`src/rtl/cfu_simd_mac_pkg.sv`:
```
// Shared constants and helpers for the CFU SIMD multiply-accumulate stage.
package cfu_mac_pkg;

  localparam int unsigned LANES  = 4;
  localparam int unsigned LANE_W = 8;
  localparam int unsigned OFF_W  = 9;
  localparam int unsigned PROD_W = 18;
  localparam int unsigned SUM_W  = 20;

  // Signed byte idx of a packed 32-bit operand word.
  function automatic logic signed [LANE_W-1:0] lane_byte(input logic [31:0] word,
                                                         input int unsigned idx);
    return word[LANE_W*idx +: LANE_W];
  endfunction

endpackage

```
`src/rtl/cfu_simd_mac_if.sv`:
```
// Operand/result bus between the CFU operand path, the MAC stage and the register block.
interface cfu_simd_mac_if #(
  parameter int unsigned CNT_W = 16
);

  logic             in_valid;
  logic             in_ready;
  logic [31:0]      in_data;
  logic [31:0]      in_filter;
  logic [31:0]      in_offset;
  logic             out_valid;
  logic             out_ready;
  logic [31:0]      out_value;
  logic             out_add_acc;
  logic             cnt_clear;
  logic [CNT_W-1:0] beat_count;

  modport master (
    output in_valid, in_data, in_filter, in_offset, out_ready, cnt_clear,
    input  in_ready, out_valid, out_value, out_add_acc, beat_count
  );

  modport slave (
    input  in_valid, in_data, in_filter, in_offset, out_ready, cnt_clear,
    output in_ready, out_valid, out_value, out_add_acc, beat_count
  );

endinterface

```
`src/rtl/cfu_simd_mac_lane.sv`:
```
// One int8 lane: S1 offset add with filter capture, S2 signed multiply.
module cfu_mac_lane
  import cfu_mac_pkg::*;
#(
  parameter int unsigned  OffW  = OFF_W,
  localparam int unsigned AddW  = ((OffW > LANE_W) ? OffW : LANE_W) + 1,
  localparam int unsigned ProdW = AddW + LANE_W
) (
  input  logic                    clk,
  input  logic                    reset_n,
  input  logic                    en,
  input  logic signed [LANE_W-1:0] act,
  input  logic signed [LANE_W-1:0] filt,
  input  logic signed [OffW-1:0]   offset,
  output logic signed [ProdW-1:0]  prod
);

  logic signed [AddW-1:0]   a_d, a_q;
  logic signed [LANE_W-1:0] f_q;
  logic signed [ProdW-1:0]  p_d, p_q;

  // Exact-width arithmetic: sign-extended operands, products cannot overflow.
  always_comb begin
    a_d = AddW'(act) + AddW'(offset);
    p_d = ProdW'(a_q) * ProdW'(f_q);
  end

  // Stage registers hold while the pipeline is stalled.
  always_ff @(posedge clk) begin
    if (!reset_n) begin
      a_q <= '0;
      f_q <= '0;
      p_q <= '0;
    end else if (en) begin
      a_q <= a_d;
      f_q <= filt;
      p_q <= p_d;
    end
  end

  assign prod = p_q;

endmodule

```
`src/rtl/cfu_simd_mac.sv`:
```
// 4-lane int8 SIMD dot-product stage: 3-stage pipeline, valid/ready, beat counter.
module cfu_simd_mac
  import cfu_mac_pkg::*;
#(
  parameter int unsigned LANES = 4,
  parameter int unsigned OFF_W = 9,
  parameter int unsigned CNT_W = 16
) (
  input logic           clk,
  input logic           reset_n,
  cfu_simd_mac_if.slave bus
);

  localparam int unsigned ProdW = ((OFF_W > LANE_W) ? OFF_W : LANE_W) + 1 + LANE_W;
  localparam int unsigned SumW  = ProdW + 2;

  if (LANES != 4) begin : g_lanes_check
    $error("cfu_simd_mac: LANES must be 4");
  end

  logic                    en;
  logic                    accept;
  logic                    s1_valid_q, s2_valid_q, out_valid_q;
  logic [31:0]             out_value_q;
  logic signed [SumW-1:0]  sum_d;
  logic signed [ProdW-1:0] prod [LANES];
  logic [CNT_W-1:0]        cnt_q;

  // A full output stage blocks the whole pipe until it transfers.
  assign en     = !out_valid_q || bus.out_ready;
  assign accept = bus.in_valid && en;

  for (genvar i = 0; i < LANES; i++) begin : g_lane
    cfu_mac_lane #(
      .OffW(OFF_W)
    ) u_lane (
      .clk    (clk),
      .reset_n(reset_n),
      .en     (en),
      .act    (lane_byte(bus.in_data, i)),
      .filt   (lane_byte(bus.in_filter, i)),
      .offset (bus.in_offset[OFF_W-1:0]),
      .prod   (prod[i])
    );
  end

  // Reduce lane products at full precision.
  always_comb begin
    sum_d = '0;
    for (int i = 0; i < LANES; i++) begin
      sum_d = sum_d + SumW'(prod[i]);
    end
  end

  // Valid shift chain and sign-extended result register; bubbles move when enabled.
  always_ff @(posedge clk) begin
    if (!reset_n) begin
      s1_valid_q  <= 1'b0;
      s2_valid_q  <= 1'b0;
      out_valid_q <= 1'b0;
      out_value_q <= '0;
    end else if (en) begin
      s1_valid_q  <= accept;
      s2_valid_q  <= s1_valid_q;
      out_valid_q <= s2_valid_q;
      out_value_q <= 32'(sum_d);
    end
  end

  // Transfer counter; clear wins over a same-cycle increment.
  always_ff @(posedge clk) begin
    if (!reset_n) begin
      cnt_q <= '0;
    end else if (bus.cnt_clear) begin
      cnt_q <= '0;
    end else if (out_valid_q && bus.out_ready) begin
      cnt_q <= cnt_q + 1'b1;
    end
  end

  assign bus.in_ready    = en;
  assign bus.out_valid   = out_valid_q;
  assign bus.out_value   = out_value_q;
  assign bus.out_add_acc = out_valid_q && bus.out_ready;
  assign bus.beat_count  = cnt_q;

endmodule

```
`src/flat_wrapper.sv`:
```
// flat-port wrapper written by rule: the top's interface ports become plain ports
module cfu_simd_mac_flat import cfu_mac_pkg::*;
#(
  parameter int unsigned LANES = 4,
  parameter int unsigned OFF_W = 9,
  parameter int unsigned CNT_W = 16
)
  (clk, reset_n, bus_in_valid, bus_in_data, bus_in_filter, bus_in_offset, bus_out_ready, bus_cnt_clear, bus_in_ready, bus_out_valid, bus_out_value, bus_out_add_acc, bus_beat_count);
  cfu_simd_mac_if #(.CNT_W(CNT_W)) bus_i ();
  input logic clk;
  input logic reset_n;
  input wire logic [$bits(bus_i.in_valid)-1:0] bus_in_valid;
  input wire logic [$bits(bus_i.in_data)-1:0] bus_in_data;
  input wire logic [$bits(bus_i.in_filter)-1:0] bus_in_filter;
  input wire logic [$bits(bus_i.in_offset)-1:0] bus_in_offset;
  input wire logic [$bits(bus_i.out_ready)-1:0] bus_out_ready;
  input wire logic [$bits(bus_i.cnt_clear)-1:0] bus_cnt_clear;
  output wire logic [$bits(bus_i.in_ready)-1:0] bus_in_ready;
  output wire logic [$bits(bus_i.out_valid)-1:0] bus_out_valid;
  output wire logic [$bits(bus_i.out_value)-1:0] bus_out_value;
  output wire logic [$bits(bus_i.out_add_acc)-1:0] bus_out_add_acc;
  output wire logic [$bits(bus_i.beat_count)-1:0] bus_beat_count;
  assign bus_i.in_valid = bus_in_valid;
  assign bus_i.in_data = bus_in_data;
  assign bus_i.in_filter = bus_in_filter;
  assign bus_i.in_offset = bus_in_offset;
  assign bus_i.out_ready = bus_out_ready;
  assign bus_i.cnt_clear = bus_cnt_clear;
  assign bus_in_ready = bus_i.in_ready;
  assign bus_out_valid = bus_i.out_valid;
  assign bus_out_value = bus_i.out_value;
  assign bus_out_add_acc = bus_i.out_add_acc;
  assign bus_beat_count = bus_i.beat_count;
  cfu_simd_mac #(.LANES(LANES), .OFF_W(OFF_W), .CNT_W(CNT_W)) u_core (.clk(clk), .reset_n(reset_n), .bus(bus_i));
endmodule
```
`config.mk`:
```
export PLATFORM = sky130hd
export DESIGN_NAME = cfu_simd_mac_flat
export DESIGN_NICKNAME = d
export VERILOG_FILES = /design/src/rtl/cfu_simd_mac_pkg.sv /design/src/rtl/cfu_simd_mac_if.sv /design/src/rtl/cfu_simd_mac_lane.sv /design/src/rtl/cfu_simd_mac.sv /design/src/flat_wrapper.sv
export SDC_FILE = /design/constraint.sdc
export NUM_CORES = 1
export LEC_CHECK = 0
export BUFFER_PORTS_ARGS = -buffer_cell sky130_fd_sc_hd__buf_2
export CAP_MARGIN = 40
export CORE_ASPECT_RATIO = 0.5
export CORE_MARGIN = 4
export CORE_UTILIZATION = 39
export DETAILED_ROUTE_END_ITERATION = 8
export MAX_ROUTING_LAYER = met4
export SLEW_MARGIN = 15
export SYNTH_ARGS = -nofsm -noshare
export SYNTH_HDL_FRONTEND = slang
export SYNTH_SLANG_ARGS = --single-unit
export TNS_END_PERCENT = 30
```
`constraint.sdc`:
```
create_clock -name clk -period 6.05 [get_ports clk]
set_clock_uncertainty 0.15 [all_clocks]
set_input_delay 0.605 -clock clk [delete_from_list [all_inputs] [get_ports clk]]
set_output_delay 0.605 -clock clk [all_outputs]
set_load 0.005 [all_outputs]
```
# == After elaboration in Yosys (flattened, before gate mapping) ==
# Index checks and enable logic that the tools add are counted.
# op_classes
mul,4
eq_ne,0
bitwise_logic,1
n_shift,0
div,0
addsub,8
n_mux,0
magnitude_cmp,0
n_reduce_logical,5
# op_table
op,count
$mul 10x8->18,4
$add 8x9->10,4
$add 19x18->20,1
$add 20x18->20,1
$add 18x18->19,1
$add 16x1->16 const B,1
$logic_and 1x1->1,2
$reduce_or 2->1,1
$logic_not 1->1,1
$logic_or 1x1->1,1
$not 1->1,1
# totals
input_bits,101
output_inout_bits,51
reg_bits,183
mem_bits_ro,0
n_memories,0
mem_bits_rw,0
latchBits,0
elab_cells,35

# == Longest topological paths before layout ==
# Gate-level depths: netlist (run 1).
# logic_depth
depth_word,3
ltp_mapped,18
mapped_depth_nobuf,17

# == Modules after synthesis ==
# From an unflattened synthesis (run 1), not the netlist that was laid out.
# hier_totals
hier_cells,2595
area_unflattened_um2,22451.5
# by_module_without_submodules
mod,seq_area_each_um2,instances,area_per_inst_um2,cells_each
cfu_mac_lane (u_core.g_lane[0].u_lane ...),720.7,2,4715.8,541
cfu_mac_lane (u_core.g_lane[3].u_lane),720.7,1,4693.3,518
cfu_mac_lane (u_core.g_lane[2].u_lane),720.7,1,4682.0,537
cfu_simd_mac,780.7,1,3644.7,458

# == Least setup slack after synthesis (run 1) ==
# OpenSTA, ideal clock, no wires.
# synth_timing
path_type,reg2reg
startpoint,reg u_core.g_lane[2].u_lane.f_q[2]
endpoint,reg u_core.g_lane[2].u_lane.p_q[15]
path_stages_with_launch,16
slack_ns,1.634
setup_ns,0.117
n_path_buf,1
period_less_slack_ns,4.416
t_arrival_ns,4.149
required_ns,5.783
cell_sequence,dfxtp_1 > clkbuf_1 > nand2_1 > fa_1 > inv_1 > fa_1 > fa_1 > inv_1 > fa_1 > inv_1 > ha_1 > a211o_1 > o21ai_1 > a21oi_1 > or3_1 > a32o_1
# synth_via
elab_chain_len,1
# synth_lines
element,line,rtl
start: declaration,cfu_simd_mac_lane.sv:19,logic signed [LANE_W-1:0] f_q;
start signal: assignment,cfu_simd_mac_lane.sv:36,f_q <= filt;
$mul 10x8->18,cfu_simd_mac_lane.sv:25,p_d = ProdW'(a_q) * ProdW'(f_q);
end signal: assignment,cfu_simd_mac_lane.sv:37,p_q <= p_d;
end: declaration,cfu_simd_mac_lane.sv:20,"logic signed [ProdW-1:0] p_d, p_q;"
# No other way between the ends.
# A chain may end at the register's enable or synchronous reset.

# == Worst setup path in the final report (run 1) ==
# layout_timing
startpoint,reg u_core.g_lane[1].u_lane.f_q[7]
endpoint,reg u_core.g_lane[1].u_lane.p_q[14]
# layout_via
elab_chain_len,1
# layout_lines
element,line
start: declaration,cfu_simd_mac_lane.sv:19
start signal: assignment,cfu_simd_mac_lane.sv:36
$mul 10x8->18,cfu_simd_mac_lane.sv:25
end signal: assignment,cfu_simd_mac_lane.sv:37
end: declaration,cfu_simd_mac_lane.sv:20
# No other way between the ends.

==> results of run 1 <==
-- worst max-delay path by stage --
stage	startpoint	end	slack, ns
floorplan	u_core.g_lane[2].u_lane.f_q[2]	u_core.g_lane[2].u_lane.prod[15]	1.63
global placement	u_core.g_lane[1].u_lane.f_q[7]	u_core.g_lane[1].u_lane.prod[14]	1.22
detailed placement	u_core.g_lane[3].u_lane.f_q[0]	u_core.g_lane[3].u_lane.prod[15]	1.19
CTS	u_core.g_lane[1].u_lane.f_q[7]	u_core.g_lane[1].u_lane.prod[14]	1.15
global route	u_core.g_lane[0].u_lane.f_q[3]	u_core.g_lane[0].u_lane.prod[15]	0.83
finish	u_core.g_lane[1].u_lane.f_q[7]	u_core.g_lane[1].u_lane.prod[14]	1.08
-- registers in the layout, summed over array words and instances (netlist names) --
signal                     cells
u_core.s2_valid_q              1
u_core.g_lane.u_lane.a_q      40
u_core.s1_valid_q              1
u_core.bus.beat_count         16
u_core.g_lane.u_lane.f_q      32
u_core.g_lane.u_lane.prod     72
u_core.bus.out_value          20
u_core.bus.out_valid           1
-- logic make-up after synthesis --
logic type | count (synthesis)
compound gates | 406
buf+inv | 509
xor+xnor | 97
fa+ha+maj | 497
flops | 183
mux | 6
simple gates | 780
-- metal layers --
metal / vias to the layer above / wire length, µm / track usage [%] / part of all wire, %
met5: - / 0 / - / 0
li1: 7979 / - / - / -
met4: 0 / 1040 / 4.15 / 2.0
met1: 8229 / 25100 / 25.9 / 48
met3: 45 / 3370 / 4.30 / 6.5
met2: 305 / 22600 / 28.6 / 43
-- metrics by stage --
| step | setup slack, ns | hold WS, ns |
|---|---|---|
| 6_report | 1.08 | 0.236 |
| 5_1_grt | 0.833 | 0.218 |
| 4_1_cts | 1.15 | 0.205 |
| 3_5_place_dp | 1.19 | 0.295 |
| 3_3_place_gp | 1.22 | 0.289 |
| 2_1_floorplan | 1.63 | 0.281 |
-- critical path: cells and delay by family (launching register included) --
family	cells	cell delay, ns
AOI/OAI and AO/OA	4	0.94
buffers and inverters	4	0.48
xor gates and xnor gates	1	0.46
DFF	1	0.45
adders and majority gates	5	2.34
-- cells in the final DEF (no fill, tap or decap), types with 4 or more instances in the layout --
cell,instances
inv_1,392
fa_1,309
nand2_1,296
and2_1,194
ha_1,188
dfxtp_1,183
nor2_1,145
a21oi_1,145
buf_2,128
o21ai_0,93
xor2_1,51
xnor2_1,46
a211oi_1,36
nand3_1,33
nor3_1,24
o211ai_1,22
nand2b_1,20
o21a_1,17
clkbuf_16,17
nor2b_1,14
a21o_1,14
o21bai_1,10
a211o_1,10
or3_1,10
and3_1,10
nand4_1,9
o31ai_1,7
a31oi_1,6
mux2i_1,6
inv_8,6
nor4_1,5
o41ai_1,5
a41oi_1,5
and4_1,4
a311o_1,4
or4_1,4
o21ai_1,4
clkinvlp_4,4
-- report_power, final --
group          total, µW  switching, µW  internal, µW  leakage [µW]
sequential          1800            361          1440       0.00151
clock               1190            585           601      0.000285
combinational       3640           2060          1580       0.00941
-- final cells by class --
cell class                 count  area, µm²  area share (%)
timing repair buffer         134        723            3.13
inverter                     398       1500            6.48
tap                          713        892            3.86
clock inverter                14        165           0.714
multi-input combinational   1786      15700            68.1
clock buffer                  18        439            1.90
sequential                   183       3660            15.8
==> run summary, run 1 <==
The clock root buffer is clkbuf_16. The signal on the critical path passes through clkinv_1 > fa_1 > fa_1 > inv_1 > fa_1 > inv_1 > fa_1 > inv_1 > ha_1 > o31ai_1 > a21oi_1 > o22ai_1 > xor2_1 > a21oi_1. The tool flagged a number of max-cap violations equal to 0. After detailed placement, the total cell area comes to approximately 23,000 µm². Summing the areas of all compound-gate instances in the mapped netlist gives 11.9% of the synthesized area. The total detailed-routing wirelength is around 52,000 µm. The worst slew slack as a fraction of its limit is 44.3%. The initial standard-cell utilization of the core came out at 39.6%.

The final estimated routing congestion in global placement is 0.924. The share of the yosys chip area belonging to registers came out at between 15 and 20%. The core outline area is approximately 54,000 µm². The maximum number of pins on one net before global-route repair is 137. The number of fill cells is 5,393. The final number of max-transition violations came out at 0. The fraction of synthesized cell area taken by the top area cell type came out at 29.0%.

The number of flops mapped to enable cells by yosys came out at 0. The path category of the worst min-delay check is input port to flip-flop. Compared with the post-synthesis result, the final layout area differs by 8.26%. The critical path is of the flip-flop to flip-flop type. fa_1 takes more of the synthesized area than any other cell. The gate count after technology mapping is 2,478. The net count reported at finish is approximately 3,100. The peak per-stage delay on the critical path came out at 0.58 ns.

The cell with the most instances on the worst path is fa_1. The data required time of the worst path came out at roughly 6.2 ns. The final count of hold timing violations came out at 0. The total of warnings raised by yosys is 0. The maximum count of clock buffers along a single path came out at 2. TritonCTS built the clock tree. The total clock buffers created by CTS is 17. The average footprint of a synthesized cell came out at ~8.6 µm². The worst hold path passes through 3 cells.

The transition time of the tightest slew-check pin came out at 0.835 ns. The placed instance count is 3,214. Cells fill between 40% and 50% of the core in the end. The worst endpoint data arrival time is 5.13 ns.

After the first detailed-routing iteration, the DRC count stood at 1,016. In the synthesized netlist the dominant register cell turns out to be dfxtp_1. After detailed routing, the average wire length per cell comes to between 15 and 20 µm.

The die covers 58,800 µm². The post-layout minimum cycle time is 4.97 ns. The dominant combinational cell family by area after synthesis is adder cells. After Yosys synthesis, XOR and XNOR cells account for 3.98% of the synthesized area. In the post-synthesis netlist, the biggest area contributors are fa_1, dfxtp_1, ha_1, inv_1, and2_1.

The maximum fanout count along the critical path came out at 8. The synthesized design contains 183 register bits. The simple logic cell fraction of the synthesized area came out at 17.5%.

In this run the critical register-to-register path is launched from u_core.g_lane[1].u_lane.f_q[7]. Setup repair after global routing left no endpoint under its margin. The count of TritonRoute iterations in the first routing pass came out at 5. The worst hold path begins at bus_in_filter[20]. Among all cell types in the netlist, the one instantiated most often is inv_1. The leakage power is 0.0112 µW.

The post-synthesis mux area share came out at 0.281%. Dividing the detail-routed via count by the number of cells gives 5.10. Synthesis instantiated 65 different standard cells from the library. The total number of clock tree sinks is 183. The die extent in x came out at 339 µm. The number of hold buffers added after CTS was 0. The top-level port count came out at 152. Setup violations remaining at the end of the flow were counted as 0. The worst setup path is launched from a flip-flop. The total power is ~6600 µW. The total power per unit cell area came out at ~290 nW/µm². The ratio of cells with drive above 1 in the final layout is 7.26%. At the later pin of the worst-skew pair, clock insertion delay measures 0.46 ns.

The net count after synthesis is ~3,100. The count of antenna diodes in the layout came out at 0. Row generation in the floorplan step produced 60 rows. Setup slack on the worst reg-to-reg path comes out at 1.08 ns. The endpoint of the worst hold path is u_core.g_lane[2].u_lane.f_q[4]. Once detailed placement completed, the half-perimeter wirelength came to 40,900 µm. Buffers added to address setup during post-CTS repair amount to 0. The endpoint kind of the worst setup timing path is a flip-flop. The share of synthesized registers carrying an async set or reset came out at 0%. Dividing the final minimum period by the clock period gives just over 80%.

Summed over all layers, the global routing overflow is 0. The post-synthesis instance area came out at 21,400 µm². Summing all non-filler instances in the final layout gives an area of 23,100 µm². The slowest stage of the critical path belongs to the cell fa_1. Static timing analysis puts the maximum clock frequency at 0.201 GHz. The final sum of negative setup slack came out at 0 ns. After detailed routing, the number of remaining DRC violations is 0. Sorting the synthesized cells by how often they occur yields inv_1, fa_1, nand2_1, and2_1, ha_1.

In this run, post-CTS repair resized a total of 0 instances. The global-route wire length before repair is 87,000 µm. Global routing consumed, over all layers together, between 10% and 20% of the routing resources.

The detailed-route via count came out at 16,600. The number of standard cells in the final layout excluding fillers is roughly 3,200. Across the VDD grid, the largest voltage drop is 0.000258 V. The remaining number of nets flagged by the antenna check after routing came out at 0. The endpoint identified for the worst register-to-register timing path is u_core.g_lane[1].u_lane.prod[14]. The flow ran to the end, and the final reports show no timing, DRC or antenna violations.

In this run the number of H-tree levels came out at 4. The height of the chip is 173 µm. The initial antenna violation count came out at 0. The number of input and output port buffers inserted came out at around 130.

The adder and majority gate portion of the synthesized area is 40.0%. The clock slew at the register clock pins of the worst setup and hold paths is 0.08 ns. The number of global-route vias before repair is about 17,000. The cell depth of the worst flop-to-flop path came out at 14.
No activity file was read; power rests on OpenSTA's default activity.
==> run 2: changes to the inputs <==
Clock period 6.05 ns to 5 ns, I/O delays scaled along.
==> run 2 against run 1 <==
Power increased by 21%. Clock-buffer cell count shrank 1. Critical path depth unchanged. Critical path type unchanged. Largest cell class unchanged.
==> run summary, run 2 (same netlist as run 1, synthesis figures left out) <==
The initial standard-cell utilization of the core came to 39.6% (unchanged). The top layer used by detailed routing is met4 (unchanged). The final estimated routing congestion in global placement came out at 0.920 (was 0.924).

The path category of the worst min-delay check is input port to flip-flop (unchanged). The initial antenna violation count came out at 0 (unchanged). The wire length per cell after detailed routing was 16.1 µm (about the same). The vias per cell is 5.11 (was 5.10). The maximum count of clock buffers along a single path came to 2 (unchanged). The placement-stage worst setup slack is 0.219 ns (was 1.19 ns). The ratio of cells with drive above 1 in the final layout is 9.18% (was 7.26%). The final count of hold timing violations is 0 (unchanged). The number of fill cells came out at 5,345 (was 5,393).

Run status: finished clean (unchanged). The total power per unit cell area came out at 344 nW/µm² (was 287 nW/µm²). The final worst setup slack is 0.277 ns (was 1.08 ns). The clock slew at the register clock pins of the worst setup and hold paths was 0.08 ns (about the same). The amount of wire on met3 after detailed routing is 3510 µm (was 3370 µm). The detailed-route via count came to 16,800 (was 16,600). The maximum fanout count along the critical path is 11 (was 8). The category of the most critical setup path was flip-flop to flip-flop (unchanged). The HPWL reported at the end of detailed placement is 41,600 µm (was 40,900 µm). The data required time of the worst path is 5.22 ns (was 6.21 ns). The violation count after the first detailed-route iteration came out at 1,130 (was 1,016). The final number of max-transition violations is 0 (unchanged). The total detailed-routing wirelength came out at 52,800 µm (was 52,100 µm). Setup repair after global routing missed its margin: no (unchanged).

The flip-flop count of the largest register, all copies and words added came to 72 (unchanged). The slack of the worst reg-to-reg path is 0.28 ns (was 1.08 ns). The post-route met1 wirelength came to 25,500 µm (was 25,100 µm).

The sum of overflow across all layers after global routing came to 0 (unchanged). The latest clock arrival within the worst-skew pair is 0.47 ns (was 0.46 ns). The end point of the critical path was u_core.g_lane[2].u_lane.prod[15] (was u_core.g_lane[1].u_lane.prod[14]). The count of TritonRoute iterations in the first routing pass was 7 (was 5).

The total clock buffers created by CTS is 17 (unchanged). The largest vdd supply drop is 0.000276 V (was 0.000258 V). The final period utilization came out at 94.5% (was 82.1%).

The global-route usage over all layers came out at 19.0% (was 18.9%). The startpoint of the lowest-slack register-to-register path was u_core.g_lane[2].u_lane.f_q[4] (was u_core.g_lane[1].u_lane.f_q[7]). The most common cell after layout, fill and taps aside is inv_1 (unchanged). The worst slew slack as a fraction of its limit is 41.8% (was 44.3%). The transition time of the tightest slew-check pin is 0.870 ns (was 0.835 ns). The total number of clock tree sinks came to 183 (unchanged).

The cell depth of the worst flop-to-flop path came out at 14 (unchanged). The net count reported at finish is 3,156 (was 3,118). The endpoint kind of the worst setup timing path was a flip-flop (unchanged). The beginning of the critical path was u_core.g_lane[2].u_lane.f_q[4] (was u_core.g_lane[1].u_lane.f_q[7]).

The final setup violation count came out at 0 (unchanged). The number of standard-cell rows in the floorplan is 60 (unchanged). The clock tree from TritonCTS is built (unchanged). The endpoint of the lowest-slack register-to-register path is u_core.g_lane[2].u_lane.prod[15] (was u_core.g_lane[1].u_lane.prod[14]). The final sum of negative setup slack came out at 0 ns (unchanged). The worst endpoint data arrival time is 4.94 ns (was 5.13 ns). The number of global-route vias before repair came out at 16,500 (was 16,700). The core outline area is 54,000 µm² (unchanged).

The H-tree depth reported by CTS came out at 4 (unchanged). The kind of launch point of the worst setup path is a flip-flop (unchanged). The post-cts hold buffer count came out at 0 (unchanged). The remaining number of nets flagged by the antenna check after routing was 0 (unchanged). The maximum number of pins on one net before global-route repair is 123 (was 137). The top-level port count came out at 152 (unchanged). The number of input and output port buffers inserted came out at 128 (unchanged). The number of maximum-capacitance violations came out at 0 (unchanged). The detailed-routed wire length on met2 came out at 22,800 µm (was 22,600 µm). The post-layout minimum cycle time came out at 4.72 ns (was 4.97 ns). The area of the die is 58,800 µm² (unchanged). The die extent in x is 339 µm (unchanged). The achievable clock frequency came out at 0.212 GHz (was 0.201 GHz).

The area overhead of the layout relative to synthesis is 9.49% (was 8.26%). The height of the chip is 173 µm (unchanged). The global-route wire length before repair is 86,800 µm (was 87,000 µm). The leakage power is 0.0114 µW (was 0.0112 µW). Most frequent cells in the layout: inv_1, fa_1, nand2_1 (unchanged).

The clock root buffer is clkbuf_16 (unchanged). The post-route DRC violation count came out at 0 (unchanged).
[run 2: cell types whose count changed in the layout (fill, tap and decap cells not counted), moves of 2 or more]
| cell | before | now |
|---|---|---|
| dfxtp_2 | 0 | 13 |
| clkinvlp_4 | 4 | 1 |
| inv_6 | 0 | 2 |
| inv_8 | 6 | 3 |
| buf_12 | 3 | 1 |
| dfxtp_1 | 183 | 170 |
| buf_4 | 3 | 43 |
| diode_2 | 0 | 2 |
| clkinv_4 | 0 | 3 |
[run 2: where the power goes]
| part | leakage, µW | total [µW] | internal (µW) | switching (µW) |
|---|---|---|---|---|
| logic | 0.00960 | 4490 | 1950 | 2530 |
| registers | 0.00152 | 2150 | 1740 | 414 |
| clock network | 0.000285 | 1400 | 669 | 732 |
[run 2: through the flow]
| step | cells | hold WS [ns] | power (µW) | area [µm²] | utilization, % |
|---|---|---|---|---|---|
| 3_3_place_gp | 3252 | 0.291 | 6540 | 22800 | 42.2 |
| 4_1_cts | 3284 | 0.0974 | 8060 | 23400 | 43.3 |
| 6_report | 3286 | 0.111 | 8040 | 23400 | 43.3 |
| 5_1_grt | 3284 | 0.108 | 8780 | 23400 | 43.3 |
| 2_1_floorplan | 2478 | 0.281 | 5410 | 21400 | - |
| 3_5_place_dp | 3252 | 0.297 | 6630 | 22800 | 42.2 |
[run 2: how the worst min path moves through the flow]
stage / startpoint / to / slack, ns / depth (start not counted)
final: bus_in_filter[30] / u_core.g_lane[3].u_lane.f_q[6] / 0.11 / 3
after global routing: bus_in_filter[18] / u_core.g_lane[2].u_lane.f_q[2] / 0.11 / 3
after CTS: bus_in_filter[21] / u_core.g_lane[2].u_lane.f_q[5] / 0.1 / 3
after detailed placement: u_core.bus.out_value[4] / u_core.bus.out_value[4] / 0.30 / 2
after global placement: u_core.s1_valid_q / u_core.s1_valid_q / 0.29 / 2
after floorplan: u_core.g_lane[0].u_lane.f_q[2] / u_core.g_lane[0].u_lane.f_q[2] / 0.28 / 2
[run 2: cell type report]
cell class,instances,area (µm²),share of cell area [%]
Clock buffer,17,425,1.82
Multi-Input combinational cell,1786,15700,67.3
Antenna cell,2,5.00,0.0214
Inverter,398,1500,6.41
Clock inverter,15,160,0.685
Sequential cell,183,3680,15.7
Tap cell,713,892,3.82
Timing Repair Buffer,172,983,4.21
[run 2: worst max-delay path, stage by stage, from the launching register on]
cell     delay [ns]
dfxtp_1        0.58
nand2_1        0.13
fa_1           0.50
inv_1          0.05
fa_1           0.51
fa_1           0.49
inv_1          0.05
fa_1           0.47
inv_1          0.04
ha_1           0.34
a211o_1        0.33
o21ai_1        0.30
a21oi_1        0.13
or3_1          0.32
a32o_1         0.24
[run 2: what timing repair did]
item	CTS	global route
setup endpoints to repair	0	10
gates resized for setup	0	16
setup buffers	0	0
[run 2: per-layer routing]
metal | vias to the layer above | GRT usage (%)
met5 | - | -
met2 | 356 | 28.3
met1 | 8336 | 26.7
met3 | 47 | 3.76
met4 | 0 | 4.10
li1 | 8040 | -
